### src/rtl/alu_seq_pkg.sv
// -----------------------------------------------------------------------------
// alu_seq_pkg
// Shared definitions for the ALU operation sequencer:
//   - FunSel[3:0] operation codes of the 32-bit ALU
//   - lower bound of the single-bit shift/rotate range
//   - condition-code encodings
//   - bit positions inside the ALU FlagsOut vector ({Z,C,N,O})
//   - sequencer state enum
// -----------------------------------------------------------------------------
package alu_seq_pkg;

  // ALU operation codes (FunSel[3:0]); FunSel[4] selects 32-bit vs 16-bit.
  localparam logic [3:0] OP_ADD  = 4'b0100;
  localparam logic [3:0] OP_ADDC = 4'b0101;
  localparam logic [3:0] OP_SUB  = 4'b0110;
  localparam logic [3:0] OP_AND  = 4'b0111;
  localparam logic [3:0] OP_OR   = 4'b1000;
  localparam logic [3:0] OP_XOR  = 4'b1001;
  localparam logic [3:0] OP_NAND = 4'b1010;
  localparam logic [3:0] OP_LSL  = 4'b1011;
  localparam logic [3:0] OP_LSR  = 4'b1100;
  localparam logic [3:0] OP_ASR  = 4'b1101;
  localparam logic [3:0] OP_CSL  = 4'b1110;
  localparam logic [3:0] OP_CSR  = 4'b1111;

  // Ops at or above this code are single-bit shifts/rotates that honour a
  // pass count; everything below runs exactly one pass.
  localparam logic [3:0] OP_SHIFT_LO = 4'b1011;

  // Condition codes.
  localparam logic [2:0] COND_AL = 3'd0;
  localparam logic [2:0] COND_EQ = 3'd1;
  localparam logic [2:0] COND_NE = 3'd2;
  localparam logic [2:0] COND_CS = 3'd3;
  localparam logic [2:0] COND_CC = 3'd4;
  localparam logic [2:0] COND_MI = 3'd5;
  localparam logic [2:0] COND_VS = 3'd6;
  localparam logic [2:0] COND_NV = 3'd7;

  // Bit positions inside FlagsOut.
  localparam int FLAG_Z = 3;
  localparam int FLAG_C = 2;
  localparam int FLAG_N = 1;
  localparam int FLAG_O = 0;

  typedef enum logic [1:0] {
    ST_IDLE = 2'd0,
    ST_EXEC = 2'd1,
    ST_RESP = 2'd2
  } state_e;

  function automatic logic is_shift_op(input logic [3:0] op);
    return op >= OP_SHIFT_LO;
  endfunction

endpackage

### src/rtl/alu_cond_eval.sv
// -----------------------------------------------------------------------------
// alu_cond_eval
// Combinational condition-code check against the ALU's registered flags.
// Ports:
//   cond_i  [2:0] condition code (AL, EQ, NE, CS, CC, MI, VS, NV)
//   flags_i [3:0] ALU flags {Z,C,N,O}
//   pass_o        1 when the condition holds and the op should issue
// -----------------------------------------------------------------------------
module alu_cond_eval
  import alu_seq_pkg::*;
(
  input  logic [2:0] cond_i,
  input  logic [3:0] flags_i,
  output logic       pass_o
);

  always_comb begin
    // NOTE: every always_comb output gets a default first so no path can
    // leave it unassigned and infer a latch.
    pass_o = 1'b0;
    case (cond_i)
      COND_AL: pass_o = 1'b1;
      COND_EQ: pass_o = flags_i[FLAG_Z];
      COND_NE: pass_o = ~flags_i[FLAG_Z];
      COND_CS: pass_o = flags_i[FLAG_C];
      COND_CC: pass_o = ~flags_i[FLAG_C];
      COND_MI: pass_o = flags_i[FLAG_N];
      COND_VS: pass_o = flags_i[FLAG_O];
      default: pass_o = 1'b0;  // NV never issues
    endcase
  end

endmodule

### src/rtl/alu_op_sequencer.sv
// -----------------------------------------------------------------------------
// alu_op_sequencer
// Control-side driver for the 32-bit ALU. Accepts one request over a
// valid/ready handshake, issues one or more ALU passes (shift-by-N is built
// from repeated single-bit shifts with the result fed back on the A operand),
// captures ALUOut into Result and presents a response.
//
// Configuration macro: ALU_SEQ_COND_EN
//   defined   - ReqCond is evaluated against FlagsIn at accept; a failing
//               condition skips straight to the response with RespSkipped=1.
//   undefined - every request executes, RespSkipped is always 0.
//
// Ports:
//   Clock, Reset            clock, synchronous active-high reset
//   ReqValid/ReqReady       request handshake (ReqReady high only in IDLE)
//   ReqOp, ReqWide          FunSel[3:0] and FunSel[4] of the request
//   ReqCount                shift/rotate passes minus one
//   ReqCond, ReqSetFlags    condition code, drive WF on issued passes
//   FunSel, WF, ASel        ALU controls (ASel=1 feeds Result back on A)
//   FlagsIn                 ALU FlagsOut {Z,C,N,O}
//   ALUIn                   ALU ALUOut
//   Result                  captured result register
//   RespValid/RespReady     response handshake
//   RespSkipped             condition failed, no pass issued
// -----------------------------------------------------------------------------
module alu_op_sequencer
  import alu_seq_pkg::*;
(
  input  logic        Clock,
  input  logic        Reset,
  input  logic        ReqValid,
  output logic        ReqReady,
  input  logic [3:0]  ReqOp,
  input  logic        ReqWide,
  input  logic [4:0]  ReqCount,
  input  logic [2:0]  ReqCond,
  input  logic        ReqSetFlags,
  output logic [4:0]  FunSel,
  output logic        WF,
  output logic        ASel,
  input  logic [3:0]  FlagsIn,
  input  logic [31:0] ALUIn,
  output logic [31:0] Result,
  output logic        RespValid,
  output logic        RespSkipped,
  input  logic        RespReady
);

  state_e      state_q;
  logic [4:0]  remain_q;      // passes still to run after the current one
  logic [4:0]  funsel_q;
  logic        wf_q;
  logic        asel_q;
  logic [31:0] result_q;
  logic        resp_valid_q;
  logic        resp_skipped_q;

  logic        cond_pass;
  logic [4:0]  pass_cnt;

`ifdef ALU_SEQ_COND_EN
  alu_cond_eval u_cond_eval (
    .cond_i  (ReqCond),
    .flags_i (FlagsIn),
    .pass_o  (cond_pass)
  );
`else
  assign cond_pass = 1'b1;
  logic unused_cond;
  assign unused_cond = ^{ReqCond, FlagsIn};
`endif

  // Non-shift ops ignore the count and run a single pass. A 5-bit remaining
  // counter holds 31 directly, so 32 passes never wrap.
  assign pass_cnt = is_shift_op(ReqOp) ? ReqCount : 5'd0;

  always_ff @(posedge Clock) begin
    if (Reset) begin
      state_q        <= ST_IDLE;
      remain_q       <= '0;
      funsel_q       <= '0;
      wf_q           <= 1'b0;
      asel_q         <= 1'b0;
      result_q       <= '0;
      resp_valid_q   <= 1'b0;
      resp_skipped_q <= 1'b0;
    end else begin
      // NOTE: state is written with non-blocking assignments so every
      // register samples pre-edge values, independent of statement order.
      case (state_q)
        ST_IDLE: begin
          if (ReqValid) begin
            if (cond_pass) begin
              // ALU controls are registered here so they are valid for the
              // whole first EXEC cycle.
              state_q  <= ST_EXEC;
              funsel_q <= {ReqWide, ReqOp};
              wf_q     <= ReqSetFlags;
              asel_q   <= 1'b0;
              remain_q <= pass_cnt;
            end else begin
              state_q        <= ST_RESP;
              resp_valid_q   <= 1'b1;
              resp_skipped_q <= 1'b1;
            end
          end
        end

        ST_EXEC: begin
          result_q <= ALUIn;
          if (remain_q == 5'd0) begin
            state_q        <= ST_RESP;
            funsel_q       <= '0;
            wf_q           <= 1'b0;
            asel_q         <= 1'b0;
            resp_valid_q   <= 1'b1;
            resp_skipped_q <= 1'b0;
          end else begin
            remain_q <= remain_q - 5'd1;
            asel_q   <= 1'b1;  // later passes operate on the previous result
          end
        end

        ST_RESP: begin
          if (RespReady) begin
            state_q        <= ST_IDLE;
            resp_valid_q   <= 1'b0;
            resp_skipped_q <= 1'b0;
          end
        end

        default: state_q <= ST_IDLE;
      endcase
    end
  end

  assign ReqReady    = (state_q == ST_IDLE);
  assign FunSel      = funsel_q;
  assign WF          = wf_q;
  assign ASel        = asel_q;
  assign Result      = result_q;
  assign RespValid   = resp_valid_q;
  assign RespSkipped = resp_skipped_q;

endmodule

### config.mk
export PLATFORM = sky130hd
export DESIGN_NAME = alu_op_sequencer
export DESIGN_NICKNAME = d
export VERILOG_FILES = /design/src/rtl/alu_seq_pkg.sv /design/src/rtl/alu_cond_eval.sv /design/src/rtl/alu_op_sequencer.sv
export SDC_FILE = /design/constraint.sdc
export NUM_CORES = 1
export LEC_CHECK = 0
export ABC_CLOCK_PERIOD_IN_PS = 2700
export CAP_MARGIN = 20
export CORE_UTILIZATION = 33
export CTS_CLUSTER_DIAMETER = 80
export CTS_CLUSTER_SIZE = 24
export DETAILED_ROUTE_END_ITERATION = 8
export PLACE_DENSITY = 0.72
export SETUP_SLACK_MARGIN = 0.3
export SLEW_MARGIN = 30
export SYNTH_ARGS = -nofsm -noshare
export SYNTH_HDL_FRONTEND = slang
export SYNTH_SLANG_ARGS = --single-unit
### constraint.sdc
create_clock -name Clock -period 2.7 [get_ports Clock]
set_clock_uncertainty 0.2 [all_clocks]
set_input_delay 0.27 -clock Clock [delete_from_list [all_inputs] [get_ports Clock]]
set_output_delay 0.27 -clock Clock [all_outputs]
set_load 0.03 [all_outputs]
Word-level counts from Yosys, hierarchy flattened
Index checks and enable logic that the tools add are counted.
{"block": "word_totals", "out_inout_bits": 42, "input_bits": 54, "regBits": 48, "elab_cells": 46}
{"block": "op_classes", "addsub": 1, "n_lt_le_gt_ge": 1, "mux": 21, "reduce_logical": 9, "n_eq_ne": 6}
{"operator": "5-bit two-way mux", "count": 5}
{"operator": "5-bit one-hot mux with 2 select lines", "count": 2}
{"operator": "3-bit AND reduction", "count": 4}
{"operator": "2-bit != test (second input constant)", "count": 4}
{"operator": "1-bit one-hot mux with 2 select lines", "count": 4}
{"operator": "1-bit two-way mux", "count": 6}
{"operator": "2-bit two-way mux", "count": 3}
{"operator": "2-bit one-hot mux with 3 select lines", "count": 1}
{"operator": "5-bit logical NOT", "count": 1}
{"operator": "5-bit by 1-bit subtractor with 5-bit output (second input constant)", "count": 1}
{"operator": "4-bit greater-or-equal comparator (second input constant)", "count": 1}
{"operator": "2-bit nonzero test", "count": 2}
{"operator": "2-bit by 1-bit == test with 1-bit output (second input constant)", "count": 1}
{"operator": "2-bit == test (second input constant)", "count": 1}
{"operator": "2-bit logical NOT", "count": 1}
{"operator": "2-bit AND reduction", "count": 1}

Depth between registers and ports, before layout
Gate-level depths: netlist (run 1).
{"block": "depth", "ltp_word": 4, "depth_mapped": 7, "depth_no_buf": 6}

Worst setup path after synthesis (run 1)
OpenSTA, ideal clock, no wires.
{"block": "synth_timing", "kind": "register -> register", "start": "register remain_q[0]", "end": "register remain_q[3]", "setup_time_ns": 0.079, "arrival_ns": 1.294, "required_ns": 2.421, "stages_incl_launch_ff": 7, "n_path_buf": 0, "setup_slack_ns": 1.127, "period_less_slack_ns": 1.573, "cell_sequence": "dfxtp_1 > inv_1 > ha_1 > nor4b_4 > o21ai_4 > a21boi_1 > a211oi_2"}
{"block": "synth_via", "elab_chain_cells": 3, "elab_cells_between_ends": 6, "cone_classes": "1 x add/sub; 1 x eq/ne; 2 x mux; 2 x reduce/logical"}
{"item": "start: declaration", "line_no": "alu_op_sequencer.sv:50", "rtl": "logic [4:0] remain_q;"}
{"item": "start signal: assignment", "line_no": "alu_op_sequencer.sv:100", "rtl": "remain_q <= pass_cnt;"}
{"item": "start signal: assignment", "line_no": "alu_op_sequencer.sv:119", "rtl": "remain_q <= remain_q - 5'd1;"}
{"item": "5-bit by 1-bit subtractor with 5-bit output or 5-bit logical NOT (tied branches)", "line_no": "alu_op_sequencer.sv:119, alu_op_sequencer.sv:111"}
{"item": "5-bit two-way mux or 2-bit != test (tied branches)"}
{"item": "5-bit one-hot mux with 2 select lines or 3-bit AND reduction (tied branches)"}
Several ways; a longest one is shown, not always the timed one. The select of a mux whose other input is x is not followed.
A chain may end at the register's enable or synchronous reset.

Worst setup path after layout (run 1)
{"block": "layout_timing", "start": "register state_q[1]", "end": "output ReqReady"}
{"block": "layout_via", "elab_chain_cells": 1}
{"item": "start: declaration", "line_no": "alu_op_sequencer.sv:49", "rtl": "state_e state_q;"}
{"item": "start signal: assignment", "line_no": "alu_op_sequencer.sv:79", "rtl": "state_q <= ST_IDLE;"}
{"item": "start signal: assignment", "line_no": "alu_op_sequencer.sv:96", "rtl": "state_q <= ST_EXEC;"}
{"item": "start signal: assignment", "line_no": "alu_op_sequencer.sv:102", "rtl": "state_q <= ST_RESP;"}
{"item": "2-bit logical NOT", "line_no": "alu_op_sequencer.sv:137", "rtl": "assign ReqReady = (state_q == ST_IDLE);"}
{"item": "end: declaration", "line_no": "alu_op_sequencer.sv:32", "rtl": "output logic ReqReady,"}
No other way between the ends.

==> results of run 1 <==
area by class of cell:
class	instances	area (sq um)	area share (%)
clock buffers	6	72.6	2.57
inverters	3	11.3	0.399
multi-input cells	157	807	28.6
flip-flops and latches	47	941	33.3
well taps	70	87.6	3.10
repair buffers	92	903	32.0
per-stage QoR:
stage	hold WS, ns	cell area, sq um
4_1_cts	0.258	2820
3_3_place_gp	0.241	2750
3_5_place_dp	0.246	2750
2_1_floorplan	0.206	1830
5_1_grt	0.279	2820
6_report	0.253	2820
critical path, delay by kind of cell, from the launching register on:
kind / cells / cell delay [ns]
flops: 1 / 0.41
buf+inv: 1 / 0.69
simple gates: 1 / 0.14
cell families (layout without fill, tap and decap cells):
| group | Yosys count | count (layout) |
|---|---|---|
| buffers and inverters | 20 | 101 |
| multiplexers | 1 | 1 |
| AO/OA/AOI/OAI | 56 | 56 |
| other | 1 | 1 |
| AND/OR/NAND/NOR | 97 | 97 |
| XOR/XNOR | 1 | 1 |
| adder cells (fa/ha/maj) | 1 | 1 |
| flip-flops | 47 | 47 |
registers in the layout, indices dropped and copies added (netlist names):
name       cells
FunSel         5
RespValid      1
WF             1
Result        32
ASel           1
remain_q       5
state_q        2
how the worst max path moves through the flow:
stage,end,slack [ns],cells past startpoint
2_1_floorplan,remain_q[3]$_SDFFE_PP0P_,1.13,6
3_3_place_gp,remain_q[3]$_SDFFE_PP0P_,0.75,5
3_5_place_dp,remain_q[3]$_SDFFE_PP0P_,0.75,5
4_1_cts,ReqReady,0.70,2
5_1_grt,ReqReady,0.65,2
6_report,ReqReady,0.71,2
Yosys cell counts (2+ instances only):
cell	n	area share [%]
sky130_fd_sc_hd__a21oi_1	36	9.8
sky130_fd_sc_hd__a22oi_1	7	2.9
sky130_fd_sc_hd__a31oi_1	2	0.68
sky130_fd_sc_hd__buf_2	7	1.9
sky130_fd_sc_hd__buf_4	2	0.82
sky130_fd_sc_hd__clkbuf_1	8	1.6
sky130_fd_sc_hd__dfxtp_1	47	51
sky130_fd_sc_hd__inv_1	3	0.61
sky130_fd_sc_hd__nand2_1	65	13
sky130_fd_sc_hd__nor2_1	16	3.3
sky130_fd_sc_hd__nor2b_1	3	1.0
sky130_fd_sc_hd__nor3_1	3	0.82
sky130_fd_sc_hd__o21ai_0	4	1.1
where the power goes:
part	switching (uW)	internal, uW
combinational	392	315
clock	209	173
sequential	64.1	781
metal layers:
| layer | part of all wire (%) | vias up |
|---|---|---|
| met3 | 7.6 | 5 |
| li1 | - | 899 |
| met5 | 0 | - |
| met2 | 45 | 65 |
| met4 | 0.66 | 0 |
| met1 | 47 | 780 |
==> results.py, run 1 <==
metrics = {
    "layout": {
        "n_fill_cell": 500,
        "area_growth_syn_to_layout_pct": 53.9,
        "layout_commonest_cell": "sky130_fd_sc_hd__clkdlybuf4s50_1",
        "mostFrequentLayoutCells": "86 x sky130_fd_sc_hd__clkdlybuf4s50_1, 65 x sky130_fd_sc_hd__nand2_1, 47 x sky130_fd_sc_hd__dfxtp_1",
        "total_inserted_antenna_cells": 0,
        "num-nets-final": 361,
        "final_util_pct": 53.9,
        "drive_above_1_share_pct": 6.23,
        "final-instance-count-excl-fill": 375,
    },
    "timing": {
        "unrepaired_setup_endpoints_after_global_routing": "false",
        "relSlewSlack_pct": 58.0,
        "fmaxAchievable_ghz": 0.503,
        "minimum_setup_slack_in_the_final_design_ns": 0.714,
        "minimum_clock_period_ns": 1.99,
        "worst_pin_slew_ns": 0.630,
        "totalNegativeSetupSlack_ns": 0,
        "final.period_utilization_pct": 73.6,
        "setup_viol": 0,
        "count_of_pins_over_their_slew_limit": 0,
        "final-hold-violation-count": 0,
    },
    "route": {
        "vias": 1749,
        "viasPerCell": 4.66,
        "drtPass1Iterations": 4,
        "remaining_drc_errors": 0,
        "detailedRoute.firstIterationViolations": 59,
        "routed_wirelength_mm": 4.40,
        "postRouteAntennaNets": 0,
        "routed_wire_length_per_instance_um": 11.7,
    },
    "setup_path": {
        "critical_path_peak_fanout": 9,
        "crit_chain": "nor2_1, clkdlybuf4s50_1",
        "cp.arrival_ns": 1.52,
        "setup.reg_to_reg.worst_slack_ns": 0.91,
        "crit_path_class": "flip-flop to output pin",
        "max_stage_delay_ns": 0.69,
        "timing.reg2reg.worst_path_depth": 4,
        "timing.critical_path.from_type": "flip-flop",
        "worst_setup_path_startpoint": "state_q[1]$_SDFFE_PP0P_",
        "rr_startpoint": "state_q[0]$_SDFFE_PP0P_",
        "timing.critical_path.required_ns": 2.23,
        "timing.critical_path.slowest_stage_cell": "sky130_fd_sc_hd__clkdlybuf4s50_1",
        "worstReg2RegEnd": "remain_q[3]$_SDFFE_PP0P_",
        "end_kind": "output pin",
    },
    "synthesis": {
        "synth_fa_ha_area_share_pct": 0.682,
        "yosysWarnings": 0,
        "seq_area_frac_synth_pct": 51.3,
        "synth.cell_area_sq_um": 1830,
        "synth-simple-area-share_pct": 23.6,
        "ys.flop_type": "sky130_fd_sc_hd__dfxtp_1",
        "flop_and_latch_count_out_of_synthesis": 47,
        "largest_family_of_logic_cells_by_synthesized_area": "simple AND/OR/NAND/NOR gates",
        "async_flop_share_pct": 0,
        "post_synth_mux_area_share_pct": 0.546,
        "synth_edf_count": 0,
        "synth_cell_types": 34,
        "synthesized_area_fraction_occupied_by_ao_oa_aoi_and_oai_cells_pct": 18.2,
        "synth_xor_area_share_pct": 0.477,
        "syn-num-nets": 279,
        "synthesis.instances": 224,
        "synth.avg_cell_area_sq_um": 8.19,
    },
    "die": {
        "die-width_um": 76.6,
        "fp.coreArea_sq_um": 5240,
        "initial_core_util_pct": 35.0,
        "die-area_sq_um": 5860,
        "std_cell_rows": 26,
        "die_y_um": 76.6,
        "num_io_pins": 96,
    },
    "power": {
        "power_per_cell_area_nw_per_um2": 685,
        "max-vdd-ir-drop_uv": 382,
        "cellLeakagePower_uw": 0.00102,
        "post_layout_total_power_uw": 1930,
    },
    "place": {
        "buffer_ports.inserted": 87,
        "worst_case_setup_slack_after_placement_ns": 0.747,
        "placed_cells_incl_taps": 369,
        "dpl.hpwl_mm": 3.09,
        "final_weighted_congestion_of_routability_driven_global_placement": 0.793,
    },
    "cts": {
        "cts.sink_count": 47,
        "htree_levels": 2,
        "clk_transition_reported_paths_ns": 0.08,
        "cts_tree": "done",
        "cts-buffers-inserted": 5,
        "clock_path_buffers": 2,
        "cts_root_buf": "sky130_fd_sc_hd__clkbuf_8",
        "post_cts.repair.setup_buffers": 0,
        "cts_hold_buf": 0,
        "cts_repair_resize_count": 0,
        "clock_latency_ns": 0.28,
    },
    "global_routing": {
        "grt.met2_usage_pct": 25.6,
        "globalRouteOverflowTotal": 0,
        "grt-busiest-layer": "met2",
        "antenna_violations_before_repair": 0,
        "grtUsageMet3_pct": 5.27,
        "grt_pass1_vias": 1578,
        "grt_use_met1_pct": 19.1,
        "groute.usage.overall_pct": 15.5,
        "grt_pass1_wl_mm": 7.40,
        "grt_max_degree": 34,
    },
    "worst_hold_path": {
        "hold_path_depth": 2,
        "worstHoldStart": "Result[12]$_SDFFE_PP0P_",
        "timing.hold.worst.class": "flip-flop to flip-flop",
        "whs_endpoint": "Result[12]$_SDFFE_PP0P_",
    },
    "status": {
        "status": "completed",
    },
    "flow_run": {
        "drv_cap": 0,
    },
}
Power figures use the tool's default switching activity.
==> run 2, diff against run 1 <==
ABC_CLOCK_PERIOD_IN_PS = 1900   (was 2700)
clock period = 1.9 ns   (was 2.7 ns; I/O delays follow)
==> run 2 against run 1 <==
Net effect: via count increased by 2.7%; power increased by 56%; clock power increased by 95%; design area increased by 4.7%; critical endpoint is now remain_q[0]$_SDFFE_PP0P_; count of clock-buffer cells in the layout unchanged; sequential cell count unchanged; core utilization increased by 2.5 points; highest routed layer unchanged; wire length increased by 4.0%; sequential power increased by 42%; worst setup slack got worse by 0.39 ns; first-iteration DRC count decreased by 19%; global-route usage decreased by 0.072 points.
==> results.py, run 2 (same netlist as run 1, synthesis figures left out) <==
metrics = {
    "timing": {
        "minimum_clock_period_ns": 1.58,
        "setup_viol": 0,
        "final-hold-violation-count": 0,
        "fin_hold_ws_ns": 0.122,
        "count_of_pins_over_their_slew_limit": 0,
        "unrepaired_setup_endpoints_after_global_routing": "true",
        "final.period_utilization_pct": 83.2,
        "minimum_setup_slack_in_the_final_design_ns": 0.319,
        "totalNegativeSetupSlack_ns": 0,
        "fmaxAchievable_ghz": 0.633,
    },
    "route": {
        "routed_wire_length_per_instance_um": 11.9,
        "vias": 1797,
        "viasPerCell": 4.66,
        "postRouteAntennaNets": 0,
        "detailedRoute.firstIterationViolations": 48,
        "routed_wirelength_mm": 4.58,
        "remaining_drc_errors": 0,
        "drtPass1Iterations": 4,
    },
    "die": {
        "fp.coreArea_sq_um": 5240,
        "num_io_pins": 96,
        "die-area_sq_um": 5860,
        "std_cell_rows": 26,
        "die-width_um": 76.6,
        "initial_core_util_pct": 35.0,
        "die_y_um": 76.6,
    },
    "layout": {
        "layout.area.seq_sq_um": 946,
        "num-nets-final": 370,
        "multi_input_comb_area_sq_um": 856,
        "final-instance-count-excl-fill": 386,
        "drive_above_1_share_pct": 13.6,
        "area_growth_syn_to_layout_pct": 61.1,
        "layout_commonest_cell": "sky130_fd_sc_hd__nand2_1",
        "mostFrequentLayoutCells": "65 x sky130_fd_sc_hd__nand2_1, 45 x sky130_fd_sc_hd__clkdlybuf4s50_1, 43 x sky130_fd_sc_hd__dfxtp_1",
        "largest_register_ff_count": 32,
        "total_inserted_antenna_cells": 0,
        "n_fill_cell": 510,
    },
    "setup_path": {
        "cp.arrival_ns": 1.56,
        "end_kind": "flip-flop",
        "critical_path_peak_fanout": 7,
        "timing.critical_path.slowest_stage_cell": "sky130_fd_sc_hd__dfxtp_2",
        "timing.critical_path.from_type": "flip-flop",
        "timing.critical_path.required_ns": 1.88,
        "crit_chain": "inv_2, ha_4, nor4b_4, buf_6, o21ai_4, mux2i_1, a21oi_1",
        "max_stage_delay_ns": 0.35,
        "critPathTopFamily": "flip-flops",
        "worst-path-buf-inv": 2,
        "crit_path_class": "flip-flop to flip-flop",
    },
    "global_routing": {
        "groute.usage.overall_pct": 15.4,
        "antenna_violations_before_repair": 0,
        "globalRouteOverflowTotal": 0,
        "grt_pass1_vias": 1653,
        "grt_max_degree": 27,
        "grt_pass1_wl_mm": 7.45,
    },
    "power": {
        "power_per_cell_area_nw_per_um2": 1020,
        "max-vdd-ir-drop_uv": 510,
        "cellLeakagePower_uw": 0.00128,
    },
    "place": {
        "buffer_ports.inserted": 87,
        "dpl.hpwl_mm": 3.14,
        "placed_cells_incl_taps": 370,
        "final_weighted_congestion_of_routability_driven_global_placement": 0.813,
        "worst_case_setup_slack_after_placement_ns": 0.0430,
    },
    "status": {
        "status": "completed",
    },
    "cts": {
        "clock_latency_ns": 0.28,
        "htree_levels": 2,
        "clk_transition_reported_paths_ns": 0.08,
        "cts_root_buf": "sky130_fd_sc_hd__clkbuf_8",
        "cts.sink_count": 47,
        "clock_path_buffers": 2,
        "cts-buffers-inserted": 5,
        "cts_tree": "done",
    },
    "worst_hold_path": {
        "timing.hold.worst.class": "primary input to flip-flop",
    },
    "flow_run": {
        "drv_cap": 0,
    },
}
## run 2: cell types whose count changed in the layout (fill, tap and decap cells not counted), sizes merged
cell / change
clkdlybuf4s50: -41
dlygate4sd2: +40
bufinv: +1
buf: +9
clkinv: +1
clkbuf: +1
## run 2: final timing paths
| kind | from | end | slack, ns | cells past startpoint |
|---|---|---|---|---|
| max | remain_q[1]$_SDFFE_PP0P_ | remain_q[0]$_SDFFE_PP0P_ | 0.32 | 7 |
| min | Reset | state_q[1]$_SDFFE_PP0P_ | 0.12 | 2 |
| max reg2reg | remain_q[1]$_SDFFE_PP0P_ | remain_q[0]$_SDFFE_PP0P_ | 0.32 | 7 |
| min reg2reg | Result[24]$_SDFFE_PP0P_ | Result[24]$_SDFFE_PP0P_ | 0.25 | 2 |
## run 2: what timing repair did
| item | CTS | global route |
|---|---|---|
| hold endpoints to repair | 0 | 0 |
| gates cloned | 0 | 0 |
| setup buffers | 5 | 3 |
| gates resized for setup | 51 | 9 |
| pin swaps | 4 | 1 |
| hold buffers | 0 | 0 |
| setup endpoints to repair | 85 | 15 |
## run 2: area by class of cell
type | instances | area share [%]
Tap cell | 70 | 2.96
Multi-Input combinational cell | 157 | 29.0
Inverter | 3 | 0.381
Sequential cell | 47 | 32.0
Timing Repair Buffer | 101 | 31.7
Clock inverter | 2 | 1.19
Clock buffer | 6 | 2.80
## run 2: worst register-to-register path: stages (launching register included)
cell and delay [ns]:
sky130_fd_sc_hd__dfxtp_2 0.35, sky130_fd_sc_hd__inv_2 0.05, sky130_fd_sc_hd__ha_4 0.15, sky130_fd_sc_hd__nor4b_4 0.12, sky130_fd_sc_hd__buf_6 0.14, sky130_fd_sc_hd__o21ai_4 0.19
sky130_fd_sc_hd__mux2i_1 0.20, sky130_fd_sc_hd__a21oi_1 0.07
## run 2: stage by stage
| stage | area [sq um] | utilization (%) | power (uW) |
|---|---|---|---|
| after floorplan | 1830 | - | 1850 |
| after global placement | 2770 | 52.9 | 2230 |
| after detailed placement | 2770 | 52.9 | 2250 |
| after CTS | 2900 | 55.4 | 3000 |
| after global routing | 2950 | 56.4 | 3210 |
| final | 2950 | 56.4 | 3020 |
## run 2: report_power, final
| group | internal, uW | switching [uW] |
|---|---|---|
| Clock | 426 | 317 |
| Sequential | 1110 | 89.7 |
| Combinational | 472 | 605 |
## run 2: per-layer routing
metal | track usage (%) | wire [um] | vias to the layer above
met3 | 4.19 | 342 | 2
met1 | 20.0 | 2080 | 808
met4 | 3.46 | 13 | 0
met2 | 25.3 | 2150 | 68
li1 | - | - | 919
met5 | 0 | 0 | -
==> run 3, diff against run 2 <==
ABC_CLOCK_PERIOD_IN_PS = 1600   (was 1900)
clock period = 1.6 ns   (was 1.9 ns; I/O delays follow)
==> run 3 against run 2 <==
Net effect: the flow now finishes with violations (setup timing); worst setup slack worse by 0.36 ns; power up 35%; global-route usage up 2.8 points; wire length up 20%; highest routed layer unchanged.
==> results.py, run 3 (same netlist as run 1, synthesis figures left out) <==
metrics = {
    "power": {
        "max-vdd-ir-drop_uv": 620,
        "cellLeakagePower_uw": 0.00150,
        "power_per_cell_area_nw_per_um2": 1170,
    },
    "layout": {
        "final-instance-count-excl-fill": 407,
        "total_inserted_antenna_cells": 0,
        "multi_input_comb_area_sq_um": 1240,
        "layout.area.seq_sq_um": 951,
        "drive_above_1_share_pct": 54.9,
        "mostFrequentLayoutCells": "45 x sky130_fd_sc_hd__clkdlybuf4s50_1, 41 x sky130_fd_sc_hd__dfxtp_1, 35 x sky130_fd_sc_hd__buf_2",
        "area_growth_syn_to_layout_pct": 91.3,
        "final_util_pct": 67.0,
        "layout_commonest_cell": "sky130_fd_sc_hd__clkdlybuf4s50_1",
        "num-nets-final": 392,
        "n_fill_cell": 433,
        "largest_register_ff_count": 32,
    },
    "global_routing": {
        "antenna_violations_before_repair": 0,
        "grt_max_degree": 22,
        "grt_pass1_wl_mm": 8.56,
        "globalRouteOverflowTotal": 0,
        "groute.usage.overall_pct": 18.2,
        "grt_pass1_vias": 1872,
    },
    "timing": {
        "fin_hold_ws_ns": 0.0782,
        "minimum_clock_period_ns": 1.64,
        "final.period_utilization_pct": 102,
        "fmaxAchievable_ghz": 0.611,
        "count_of_pins_over_their_slew_limit": 0,
        "minimum_setup_slack_in_the_final_design_ns": -0.0372,
        "setup_viol": 6,
        "unrepaired_setup_endpoints_after_global_routing": "true",
        "totalNegativeSetupSlack_ns": -0.120,
        "final-hold-violation-count": 0,
    },
    "cts": {
        "cts_hold_buf": 0,
        "cts.sink_count": 47,
        "cts_tree": "done",
        "cts_root_buf": "sky130_fd_sc_hd__clkbuf_8",
        "cts-buffers-inserted": 5,
        "clock_path_buffers": 2,
        "clock_latency_ns": 0.30,
        "htree_levels": 2,
        "clk_transition_reported_paths_ns": 0.09,
    },
    "status": {
        "status": "complete, but fails checks",
        "violations": "setup timing",
    },
    "route": {
        "routed_wirelength_mm": 5.52,
        "remaining_drc_errors": 0,
        "postRouteAntennaNets": 0,
        "dr_wl_met2_mm": 2.55,
        "routedLengthMet1_mm": 2.57,
        "detailedRoute.firstIterationViolations": 39,
        "met3RoutedLength_um": 346,
        "routed_wire_length_per_instance_um": 13.6,
        "top_signal_layer_used": "met4",
        "drtPass1Iterations": 4,
        "viasPerCell": 4.82,
        "vias": 1963,
    },
    "die": {
        "die-area_sq_um": 5860,
        "num_io_pins": 96,
        "fp.coreArea_sq_um": 5240,
        "die_y_um": 76.6,
        "initial_core_util_pct": 35.0,
        "die-width_um": 76.6,
        "std_cell_rows": 26,
    },
    "place": {
        "dpl.hpwl_mm": 3.28,
        "final_weighted_congestion_of_routability_driven_global_placement": 0.783,
        "buffer_ports.inserted": 87,
        "placed_cells_incl_taps": 385,
    },
    "setup_path": {
        "timing.critical_path.required_ns": 1.57,
        "cp.arrival_ns": 1.61,
        "crit_path_class": "flip-flop to flip-flop",
        "end_kind": "flip-flop",
        "timing.critical_path.from_type": "flip-flop",
        "critical_path_peak_fanout": 7,
    },
    "flow_run": {
        "drv_cap": 0,
    },
    "worst_hold_path": {
        "timing.hold.worst.class": "primary input to flip-flop",
    },
}
## run 3: cell count changes in the layout (fill, tap and decap cells not counted), moves of 3 or more
cell                            previous run  this run
sky130_fd_sc_hd__nand2_2                   0        21
sky130_fd_sc_hd__a21oi_1                  36         7
sky130_fd_sc_hd__buf_16                    0         3
sky130_fd_sc_hd__a21oi_2                   0        29
sky130_fd_sc_hd__clkbuf_4                  0         4
sky130_fd_sc_hd__nand2_1                  65        18
sky130_fd_sc_hd__buf_6                     2         9
sky130_fd_sc_hd__dlygate4sd2_1            40         0
sky130_fd_sc_hd__buf_4                    11        19
sky130_fd_sc_hd__nand2_4                   0        26
sky130_fd_sc_hd__buf_2                     1        35
sky130_fd_sc_hd__buf_12                    1         5
## run 3: stage by stage
stage	setup WS (ns)	cell area, sq um	power (uW)
CTS	-0.0308	3320	3920
global placement	-0.149	2930	2820
detailed placement	-0.186	2930	2840
global route	-0.103	3510	4310
finish	-0.0372	3510	4090
floorplan	0.0612	1900	2270
## run 3: area by class of cell
type,count,area share [%]
well taps,70,2.50
multi-input cells,157,35.4
flip-flops and latches,47,27.1
clock inverters,1,0.143
clock buffers,6,2.35
repair buffers,123,32.1
inverters,3,0.321
## run 3: path summary, 6_finish.rpt
| check | from | end | slack (ns) | cells past startpoint |
|---|---|---|---|---|
| setup / recovery | remain_q[0]$_SDFFE_PP0P_ | remain_q[0]$_SDFFE_PP0P_ | -0.04 | 7 |
| hold / removal | Reset | WF$_SDFFE_PP0P_ | 0.08 | 2 |
| setup reg to reg | remain_q[0]$_SDFFE_PP0P_ | remain_q[0]$_SDFFE_PP0P_ | -0.04 | 7 |
| hold reg to reg | Result[29]$_SDFFE_PP0P_ | Result[29]$_SDFFE_PP0P_ | 0.25 | 2 |
## run 3: routing by layer
metal / vias to the layer above / global-route usage [%]
met5: - / 0
met4: 0 / 4.04
met3: 6 / 5.51
met2: 71 / 30.2
met1: 919 / 23.2
li1: 967 / -
## run 3: timing repair
item | 4_1_cts | 5_1_grt
pin swaps | 41 | 25
endpoints found under the setup margin | 88 | 69
gates cloned | 4 | 1
buffers inserted | 9 | 1
gates resized for setup | 227 | 114
## run 3: report_power, final
| group | switching, uW | total [uW] | leakage [uW] | internal [uW] |
|---|---|---|---|---|
| registers | 131 | 1460 | 0.000387 | 1330 |
| clock network | 383 | 722 | 0.0000470 | 339 |
| logic | 979 | 1910 | 0.00106 | 933 |
| total | 1490 | 4090 | 0.00150 | 2600 |
## run 3: critical path, cell delays in order (launching register included)
cell,delay (ns)
sky130_fd_sc_hd__dfxtp_2,0.34
sky130_fd_sc_hd__inv_2,0.04
sky130_fd_sc_hd__ha_4,0.15
sky130_fd_sc_hd__nor4b_4,0.12
sky130_fd_sc_hd__buf_4,0.16
sky130_fd_sc_hd__o21ai_4,0.20
sky130_fd_sc_hd__mux2i_1,0.21
sky130_fd_sc_hd__a21oi_1,0.08
